File: src/rtl/rr_arbiter4.sv
// Four-way round-robin arbiter with one-cycle grant latency, a bounded hold
// time per owner and a mandatory idle cycle between consecutive owners.
module rr_arbiter4 #(
  parameter int MAX_HOLD = 16
) (
  input  logic       clk,
  input  logic       rst,
  input  logic       en,
  input  logic [3:0] req,
  input  logic       done,
  output logic [3:0] grant,
  output logic [1:0] gnt_id,
  output logic       gnt_valid,
  output logic       timeout
);
  localparam int CW = (MAX_HOLD > 2) ? $clog2(MAX_HOLD) : 1;
  localparam logic [CW-1:0] HOLD_LAST = CW'(MAX_HOLD - 1);

  typedef enum logic {IDLE, OWN} state_t;

  state_t        state, state_nxt;
  logic [1:0]    ptr, ptr_nxt, id_nxt, cand;
  logic [CW-1:0] cnt, cnt_nxt;
  logic          to_nxt, found, rel, at_lim;

  assign at_lim = (cnt == HOLD_LAST);

  always_comb begin
    state_nxt = state;
    ptr_nxt   = ptr;
    id_nxt    = gnt_id;
    cnt_nxt   = cnt;
    to_nxt    = 1'b0;
    found     = 1'b0;
    cand      = ptr;
    rel       = 1'b0;
    case (state)
      IDLE: begin
        id_nxt = 2'd0;
        // Rotating scan starting at ptr; first hit wins.
        if (en) begin
          for (int k = 0; k < 4; k++) begin
            cand = ptr + 2'(k);
            if (!found && req[cand]) begin
              found  = 1'b1;
              id_nxt = cand;
            end
          end
        end
        if (found) begin
          state_nxt = OWN;
          cnt_nxt   = '0;
        end
      end
      OWN: begin
        rel = done | ~req[gnt_id] | ~en | at_lim;
        if (rel) begin
          state_nxt = IDLE;
          id_nxt    = 2'd0;
          ptr_nxt   = gnt_id + 2'd1;
          cnt_nxt   = '0;
          // Timeout only when the hold limit is the sole reason to let go.
          to_nxt    = at_lim & ~done & req[gnt_id] & en;
        end else begin
          cnt_nxt = cnt + 1'b1;
        end
      end
      default: state_nxt = IDLE;
    endcase
  end

  always_ff @(posedge clk or posedge rst) begin
    if (rst) begin
      state     <= IDLE;
      ptr       <= 2'd0;
      cnt       <= '0;
      grant     <= 4'b0000;
      gnt_id    <= 2'd0;
      gnt_valid <= 1'b0;
      timeout   <= 1'b0;
    end else begin
      state     <= state_nxt;
      ptr       <= ptr_nxt;
      cnt       <= cnt_nxt;
      gnt_id    <= id_nxt;
      gnt_valid <= (state_nxt == OWN);
      grant     <= (state_nxt == OWN) ? (4'b0001 << id_nxt) : 4'b0000;
      timeout   <= to_nxt;
    end
  end
endmodule

File: config.mk
export PLATFORM = sky130hd
export DESIGN_NAME = rr_arbiter4
export DESIGN_NICKNAME = d
export VERILOG_FILES = /design/src/rtl/rr_arbiter4.sv
export SDC_FILE = /design/constraint.sdc
export NUM_CORES = 1
export LEC_CHECK = 0
export ABC_CLOCK_PERIOD_IN_PS = 1550
export BUFFER_PORTS_ARGS = -buffer_cell sky130_fd_sc_hd__clkbuf_2
export CAP_MARGIN = 20
export CORE_UTILIZATION = 37
export DETAILED_ROUTE_END_ITERATION = 10
export SLEW_MARGIN = 30
export SYNTH_ARGS = -nofsm -noshare
export SYNTH_HDL_FRONTEND = slang
export SYNTH_SLANG_ARGS = --single-unit
export TNS_END_PERCENT = 50
File: constraint.sdc
create_clock -name clk -period 1.55 [get_ports clk]
set_input_delay 0 -clock clk [delete_from_list [all_inputs] [get_ports clk]]
set_output_delay 0 -clock clk [all_outputs]
set_load 0.01 [all_outputs]
==> results of run 1 <==
kinds of logic after synthesis:
| logic type | share of synthesized area, % |
|---|---|
| adder cells (fa/ha/maj) | 1.71 |
| AO/OA/AOI/OAI | 18.7 |
| XOR/XNOR | 1.20 |
| buffers and inverters | 4.29 |
| AND/OR/NAND/NOR | 21.6 |
| multiplexers | 4.46 |
| flip-flops | 48.0 |
cell type report:
class | count | area share, %
Clock buffer | 3 | 2.48
Inverter | 4 | 1.65
Timing Repair Buffer | 22 | 14.3
Multi-Input combinational cell | 53 | 39.5
Tap cell | 25 | 3.44
Sequential cell | 14 | 38.6
power groups by stage:
stage | clock [mW] | sequential, mW | combinational [mW]
after CTS | 0.198 | 0.443 | 0.252
after global placement | 0 | 0.446 | 0.247
after floorplan | 0 | 0.450 | 0.170
after global routing | 0.217 | 0.448 | 0.283
after detailed placement | 0 | 0.450 | 0.249
final | 0.189 | 0.443 | 0.256
through the flow:
step	std cells	TNS, ns	power (mW)
detailed placement	116	-0.00411	0.699
floorplan	73	-0.188	0.621
finish	121	0	0.888
CTS	120	0	0.893
global placement	116	0	0.693
global route	121	-0.106	0.948
routing by layer:
layer  vias to the layer above  track usage, %
li1                        311               -
met1                       293            18.1
met2                        13            25.0
met3                         4            7.84
met4                         0            8.82
met5                         -               0
critical path: cells and delay by family, from the launching register on:
family	cells	cell delay, ns
flip-flops	1	0.37
multiplexers	1	0.56
AO/OA/AOI/OAI	2	0.21
AND/OR/NAND/NOR	2	0.27
Yosys cell counts:
library cell	n
a21o_1	1
a21oi_1	8
a22o_2	1
a41oi_1	1
and3_4	1
and4_4	1
buf_6	1
clkbuf_2	1
dfrtp_1	14
ha_1	1
inv_1	4
mux2i_1	1
mux4_2	1
nand2_1	5
nand2b_1	2
nand3_1	3
nand4_1	2
nor2_1	7
nor2b_1	3
nor2b_4	1
nor3_1	2
o21a_1	1
o21ai_0	2
o21ai_1	2
o221a_2	1
o221ai_1	1
o22ai_1	1
o31a_1	1
o31ai_1	1
or4_1	1
xnor2_1	1
how the worst max path moves through the flow:
stage              start      to  slack (ns)  cells past startpoint
6_report       gnt_id[0]  cnt[3]        0.01                      5
5_1_grt        gnt_id[0]  cnt[3]       -0.05                      5
4_1_cts        gnt_id[0]  cnt[3]        0.01                      5
3_5_place_dp   gnt_id[0]  cnt[3]      -0.004                      5
3_3_place_gp   gnt_id[0]  cnt[3]        0.08                      5
2_1_floorplan  gnt_id[0]  cnt[3]       -0.05                      6
registers in the layout, summed over array words and instances, names as in the netlist:
signal and flops:
ptr 2, grant 4, state 1, gnt_id 2, timeout 1, cnt 4
timing repair:
action / in CTS / in global routing
buffers inserted: 0 / 1
hold buffers: 1 / 0
cloned: 0 / 0
endpoints found under the setup margin: 1 / 4
hold endpoints to repair: 14 / 0
pin swaps: 1 / 0
==> metrics.yaml, run 1 <==
run_status:
  status: "finished, final reports clean"
global_route:
  grt_antenna_before_repair: 0
  grt_pass1_vias: 570
  grt_max_degree: 15
  grt_pass1_wl_um: 2400
  grt_overflow_total: 0
  grt_util_all_layers_pct: 16.2
synth:
  ys_seq_area_share_pct: 48.0
  synth_cell_types: 31
  synth_area_um2: 729
  synth_top_area_share_pct: 48.0
  synth_warnings: 0
  ys_top_cells_by_area: "dfrtp_1 (48%), a21oi_1 (5.5%), nor2_1 (3.6%)"
  synth_nets: 82
  synth_largest_area_cell: "dfrtp_1"
  syn_inst: 73
  ys_ff_latch: 14
  synth_area_per_cell_um2: 9.99
final_layout:
  final_area_um2: 908
  synthToLayoutAreaGrowth_pct: 24.5
  mostFrequentLayoutCell: "clkbuf_2"
  fill_cells: 189
  fin_util_pct: 50.9
  diodes: 0
  multi_input_comb_area_um2: 359
  drive_gt1_share_pct: 33.3
  mostFrequentLayoutCells: "clkbuf_2 (15), dfrtp_1 (14), nor2_1 (7), a21oi_1 (7), buf_4 (6)"
  layout.nets: 107
  seqCellArea_um2: 350
critical_path:
  arrival_ns: 1.69
  critPathKind: "reg2reg"
  worstPathMaxFanout: 5
  critPathMaxStageDelay_ns: 0.56
  r2r_slack_ns: 0.01
  worstPathCellList: "mux4_2, nand4_1, nor2b_1, o21ai_1, o31ai_1"
  ff2ff_path_depth: 5
  cp.required_ns: 1.70
  reg2reg_from: "gnt_id[0]"
  start_kind: "flop"
  r2r-end: "cnt[3]"
  endpoint_kind: "flop"
  slowest_stage: "mux4_2"
sta:
  fin_hold_ws_ns: 0.0720
  worst_slew_pin_slew_ns: 0.512
  min_period_ns: 1.54
  finalMaxSlewViolations: 0
  worst_slack_ns: 0.0100
  fmax_ghz: 0.649
  skew_ns: 0.000351
  slew-limit-headroom_pct: 65.8
  setup_viol: 0
  rsz0062_at_grt: "true"
  hold_violations: 0
  min_period_over_period_pct: 99.4
detailed_routing:
  first_iter_violations: 16
  antenna_left: 0
  top_layer: "met4"
  firstDrtPassIters: 4
  wl_met1_um: 714
  vias_per_cell: 5.13
  drc_errors: 0
  met2_length_um: 702
  vias: 621
  wl_met3_um: 56
  routedWlPerCell_um: 12.4
  wirelength_um: 1500
placement:
  place_congestion: 0.741
  dpl_cell_area_um2: 868
  portBuffers: 15
  pre_cts_ws_ns: -0.00411
  dp_hpwl_um: 1140
pwr:
  irDropWorstVdd_mv: 0.584
  swShare_pct: 30.7
  p_leak_nw: 0.447
  p_sw_mw: 0.272
  power.density_nw_per_um2: 978
  p_int_mw: 0.616
  p_seq_share_pct: 49.9
  power.share.clock_pct: 21.3
  combPwrFrac_pct: 28.9
clocking:
  insertion_delay_ns: 0.27
  cts_buffers: 3
  clock_sinks: 14
  cts_resized: 0
  htreeDepth: 1
  path_clk_slew_ns: 0.07
  cts_tree: "yes"
  cts_buffer_depth: 2
  root_buffer: "clkbuf_4"
die:
  fp.dieW_um: 46.4
  die-height_um: 46.4
  die-area_um2: 2150
  core_area_um2: 1780
  io_pins: 16
  initial_core_util_pct: 40.9
  fp-row-count: 15
min_path:
  hold-path-cell-count: 4
  hp-class: "in2reg"
  worstHoldEndpoint: "timeout"
  hold_path_startpoint: "done"
run:
  cap_viol_max_count: 0
No activity file was read; power rests on OpenSTA's default activity.
==> run 2, diff against run 1 <==
- CORE_UTILIZATION: 37 -> 46
- PLACE_DENSITY: unset -> 0.72
==> run 2 against run 1 <==
Effect of this change: fmax fell by 0.13%; core utilization grew 12 points; non-clock buffer count is 2 higher; routed wire length is 7.0% higher; combinational power is 3% higher; worst setup slack lost 0.0020 ns; critical path depth did not move; global-route usage is 4.2 points higher; sequential share of layout area is 1.1 points lower; critical endpoint unchanged; largest cell class unchanged; highest routed layer unchanged.
==> metrics.yaml, run 2 (synthesized netlist as in run 1, its figures left out) <==
global_route:
  grt_util_all_layers_pct: 20.4
  grt_pass1_vias: 594
  grt_antenna_before_repair: 0
  grt_pass1_wl_um: 2700
  grt_max_degree: 15
  grt_overflow_total: 0
placement:
  place_congestion: 0.805
  pre_cts_ws_ns: 0.0242
  dp_hpwl_um: 1190
  dpl_cell_area_um2: 857
  portBuffers: 15
clocking:
  clock_sinks: 14
  htreeDepth: 1
  cts_buffer_depth: 2
  insertion_delay_ns: 0.28
  cts_buffers: 3
  cts_tree: "yes"
  root_buffer: "clkbuf_4"
  path_clk_slew_ns: 0.09
sta:
  min_period_over_period_pct: 99.5
  skew_ns: 0.00205
  rsz0062_at_grt: "true"
  slew-limit-headroom_pct: 66.3
  hold_violations: 0
  worst_slack_ns: 0.00807
  fmax_ghz: 0.649
  setup_viol: 0
  worst_slew_pin_slew_ns: 0.506
  finalMaxSlewViolations: 0
  fin_tns_setup_ns: 0
  min_period_ns: 1.54
critical_path:
  reg2reg_from: "gnt_id[0]"
  worstPathMaxFanout: 5
  critPathKind: "reg2reg"
  r2r-end: "cnt[3]"
  start_kind: "flop"
  r2r_slack_ns: 0.008
  ff2ff_path_depth: 5
  endpoint_kind: "flop"
  arrival_ns: 1.71
  cp.required_ns: 1.72
pwr:
  combPwrFrac_pct: 27.1
  irDropWorstVdd_mv: 0.646
  p_seq_share_pct: 45.6
  swShare_pct: 30.7
  power.share.clock_pct: 27.3
  p_sw_mw: 0.297
  power.density_nw_per_um2: 1030
  p_leak_nw: 0.466
  p_int_mw: 0.671
die:
  fp-row-count: 14
  die-height_um: 41.8
  initial_core_util_pct: 49.0
  fp.dieW_um: 41.8
  core_area_um2: 1490
  io_pins: 16
  die-area_um2: 1750
detailed_routing:
  first_iter_violations: 10
  firstDrtPassIters: 4
  antenna_left: 0
  vias: 644
  vias_per_cell: 5.60
  drc_errors: 0
  routedWlPerCell_um: 14.0
  wirelength_um: 1610
final_layout:
  mostFrequentLayoutCells: "clkbuf_2 (15), dfrtp_1 (14), buf_4 (8)"
  drive_gt1_share_pct: 37.4
  synthToLayoutAreaGrowth_pct: 28.3
  reg_top3: "cnt x4, grant x4"
  final_area_um2: 936
  diodes: 0
  layout.nets: 109
  mostFrequentLayoutCell: "clkbuf_2"
  fin_util_pct: 62.9
run:
  cap_viol_max_count: 0
min_path:
  hp-class: "in2reg"
  hold-path-cell-count: 4
  worstHoldEndpoint: "timeout"
  hold_path_startpoint: "done"
run_status:
  status: "finished, final reports clean"
run 2: power by group through the flow:
stage	Combinational (mW)	Clock (mW)	Sequential [mW]
after global placement	0.242	0	0.449
final	0.263	0.264	0.441
after global routing	0.293	0.280	0.449
after detailed placement	0.248	0	0.449
after CTS	0.256	0.268	0.442
after floorplan	0.170	0	0.450
run 2: metal layers:
metal | GRT usage, % | routed length (um) | up-vias
met2 | 34.4 | 804 | 20
met3 | 3.04 | 69 | 2
met5 | 0 | 0 | -
li1 | - | - | 318
met4 | 5.81 | 14 | 0
met1 | 27.2 | 719 | 304
run 2: cell type report:
cell class / instances / area (um2)
multi-input combinational: 53 / 369
sequential: 14 / 350
inverter: 4 / 15.0
fill: 134 / 553
tap: 16 / 20.0
timing repair buffer: 24 / 145
clock buffer: 4 / 36.3
run 2: worst max path at each step:
stage,from,endpoint,slack [ns]
final,gnt_id[0],cnt[3],0.008
after floorplan,gnt_id[0],cnt[3],-0.05
after global placement,gnt_id[0],cnt[3],0.05
after global routing,gnt_id[0],cnt[3],-0.12
after detailed placement,gnt_id[0],grant[0],0.02
after CTS,gnt_id[0],grant[0],0.009
run 2: critical path: stages (launching register included):
cell and delay (ns):
dfrtp_1 0.38, mux4_2 0.56, nand4_1 0.22, nor2b_1 0.07, o21ai_1 0.12, o31ai_1 0.08
run 2: per-stage QoR:
step                      hold slack, ns  power [mW]  instances
after floorplan                   -0.111       0.621         73
after detailed placement          0.0426       0.698        107
after global routing              0.0958        1.02        115
after global placement            0.0378       0.691        107
after CTS                         0.0441       0.966        113
final                             0.0632       0.968        115
run 2: timing repair:
item / CTS / global route
gates resized for setup: 1 / 1
gates cloned: 0 / 0
hold endpoints to repair: 14 / 0
setup endpoints to repair: 2 / 6
buffers inserted: 1 / 2
hold buffers: 1 / 0
pin swaps: 2 / 2
==> run 3, diff against run 2 <==
- PLACE_DENSITY: 0.72 -> 0.73
==> run 3 against run 2 <==
Effect of this change: clock skew up 0.0016 ns; clock-buffer cell count unchanged; combinational power up 3%; core utilization up 1.2 points; fmax up 2.1%; non-clock buffer count up 2; critical endpoint is now state; largest power group unchanged; via count up 1.2%; sequential share of layout area down 0.69 points; hold slack worse by 0.015 ns; routed wire length down 0.12%; largest cell class unchanged.
==> metrics.yaml, run 3 (synthesized netlist as in run 1, its figures left out) <==
detailed_routing:
  drc_errors: 0
  firstDrtPassIters: 4
  vias_per_cell: 5.57
  first_iter_violations: 33
  wirelength_um: 1610
  routedWlPerCell_um: 13.7
  vias: 652
  antenna_left: 0
die:
  initial_core_util_pct: 49.0
  die-height_um: 41.8
  fp.dieW_um: 41.8
  fp-row-count: 14
  die-area_um2: 1750
  core_area_um2: 1490
  io_pins: 16
critical_path:
  endpoint_kind: "flop"
  slowest_stage: "mux4_2"
  worstPathCellList: "mux4_2, nand4_1, buf_4, buf_4, nand2_1"
  r2r_slack_ns: 0.04
  path_delay_family: "multiplexers"
  cp.required_ns: 1.73
  critPathKind: "reg2reg"
  start_kind: "flop"
  reg2reg_from: "gnt_id[0]"
  worst_path_most_repeated_cell: "buf_4"
  critical_path_buf_inv_count: 2
  arrival_ns: 1.69
  critPathMaxStageDelay_ns: 0.56
  r2r-end: "state"
  worstPathMaxFanout: 5
  ff2ff_path_depth: 5
final_layout:
  mostFrequentLayoutCells: "clkbuf_2 (15), dfrtp_1 (14), buf_4 (10)"
  synthToLayoutAreaGrowth_pct: 30.7
  mostFrequentLayoutCell: "clkbuf_2"
  reg_top3: "cnt x4, grant x4"
  layout.nets: 111
  final_area_um2: 953
  drive_gt1_share_pct: 39.6
  diodes: 0
  fill_cells: 126
  multi_input_comb_area_um2: 372
  seqCellArea_um2: 350
sta:
  fmax_ghz: 0.662
  rsz0062_at_grt: "true"
  min_period_ns: 1.51
  slew-limit-headroom_pct: 63.8
  hold_violations: 0
  worst_slew_pin_slew_ns: 0.543
  setup_viol: 0
  skew_ns: 0.00370
  min_period_over_period_pct: 97.4
  worst_slack_ns: 0.0397
  finalMaxSlewViolations: 0
min_path:
  hp-class: "in2reg"
  hold-path-cell-count: 4
  worstHoldEndpoint: "cnt[2]"
  hold_path_startpoint: "done"
global_route:
  grt_pass1_wl_um: 2570
  grt_max_degree: 15
  grt_overflow_total: 0
  grt_antenna_before_repair: 0
  grt_pass1_vias: 586
  grt_util_all_layers_pct: 19.9
pwr:
  irDropWorstVdd_mv: 0.591
  power.density_nw_per_um2: 1030
  p_leak_nw: 0.476
run:
  cap_viol_max_count: 0
placement:
  pre_cts_ws_ns: 0.0179
  dp_hpwl_um: 1090
  dpl_cell_area_um2: 857
  place_congestion: 0.803
  portBuffers: 15
clocking:
  root_buffer: "clkbuf_4"
  cts_buffer_depth: 2
  htreeDepth: 1
  cts_buffers: 3
  cts_tree: "yes"
  insertion_delay_ns: 0.29
  path_clk_slew_ns: 0.09
  clock_sinks: 14
run_status:
  status: "finished, final reports clean"
==> run 3: cell count changes in the layout (fill, tap and decap cells not counted), sizes merged <==
cell and delta:
buf +2
==> run 3: how the worst max path moves through the flow <==
stage                   start       end  slack (ns)  cells past startpoint
finish              gnt_id[0]     state        0.04                      5
detailed placement  gnt_id[0]    cnt[3]        0.02                      5
global route        gnt_id[0]  grant[0]       -0.05                      4
global placement    gnt_id[0]  grant[0]        0.05                      4
floorplan           gnt_id[0]    cnt[3]       -0.05                      6
CTS                 gnt_id[0]    ptr[1]        0.03                      5
==> run 3: final cells by class <==
class                   count  share of cell area, %
clock buffers               4                   3.81
inverters                   4                   1.57
multi-input cells          53                   39.0
flip-flops and latches     14                   36.7
well taps                  16                   2.10
repair buffers             26                   16.8
==> run 3: worst register-to-register path, stage by stage (launching register included) <==
cell	delay, ns
dfrtp_1	0.38
mux4_2	0.56
nand4_1	0.19
buf_4	0.14
buf_4	0.10
nand2_1	0.04
==> run 3: power breakdown <==
part | switching [mW] | leakage (nW) | internal [mW]
Combinational | 0.141 | 0.272 | 0.129
Sequential | 0.0384 | 0.184 | 0.405
Clock | 0.125 | 0.0210 | 0.143
Total | 0.304 | 0.476 | 0.678
==> run 3: timing repair <==
action | in CTS | in global routing
setup endpoints to repair | 2 | 6
endpoints found under the hold margin | 14 | 0
pin swaps | 1 | 1
hold buffers | 1 | 0
gates cloned | 0 | 0
resized for setup | 0 | 3
setup buffers | 2 | 3
==> run 3: metrics by stage <==
step           power (mW)  util (%)  TNS [ns]  cells  hold slack (ns)
6_report            0.982      64.0         0    117           0.0481
5_1_grt              1.03      64.0    -0.124    117           0.0677
4_1_cts             0.968      61.7         0    114           0.0472
3_5_place_dp        0.695      57.6         0    107           0.0393
3_3_place_gp        0.690      57.6         0    107           0.0352
2_1_floorplan       0.621         -    -0.188     73           -0.111
==> run 3: layer usage <==
layer | share of wire, % | vias to the layer above | track usage (%)
met2 | 47 | 18 | 31.3
li1 | - | 323 | -
met3 | 4.5 | 3 | 3.04
met5 | 0 | - | 0
met4 | 1.9 | 0 | 11.6
met1 | 47 | 308 | 26.0
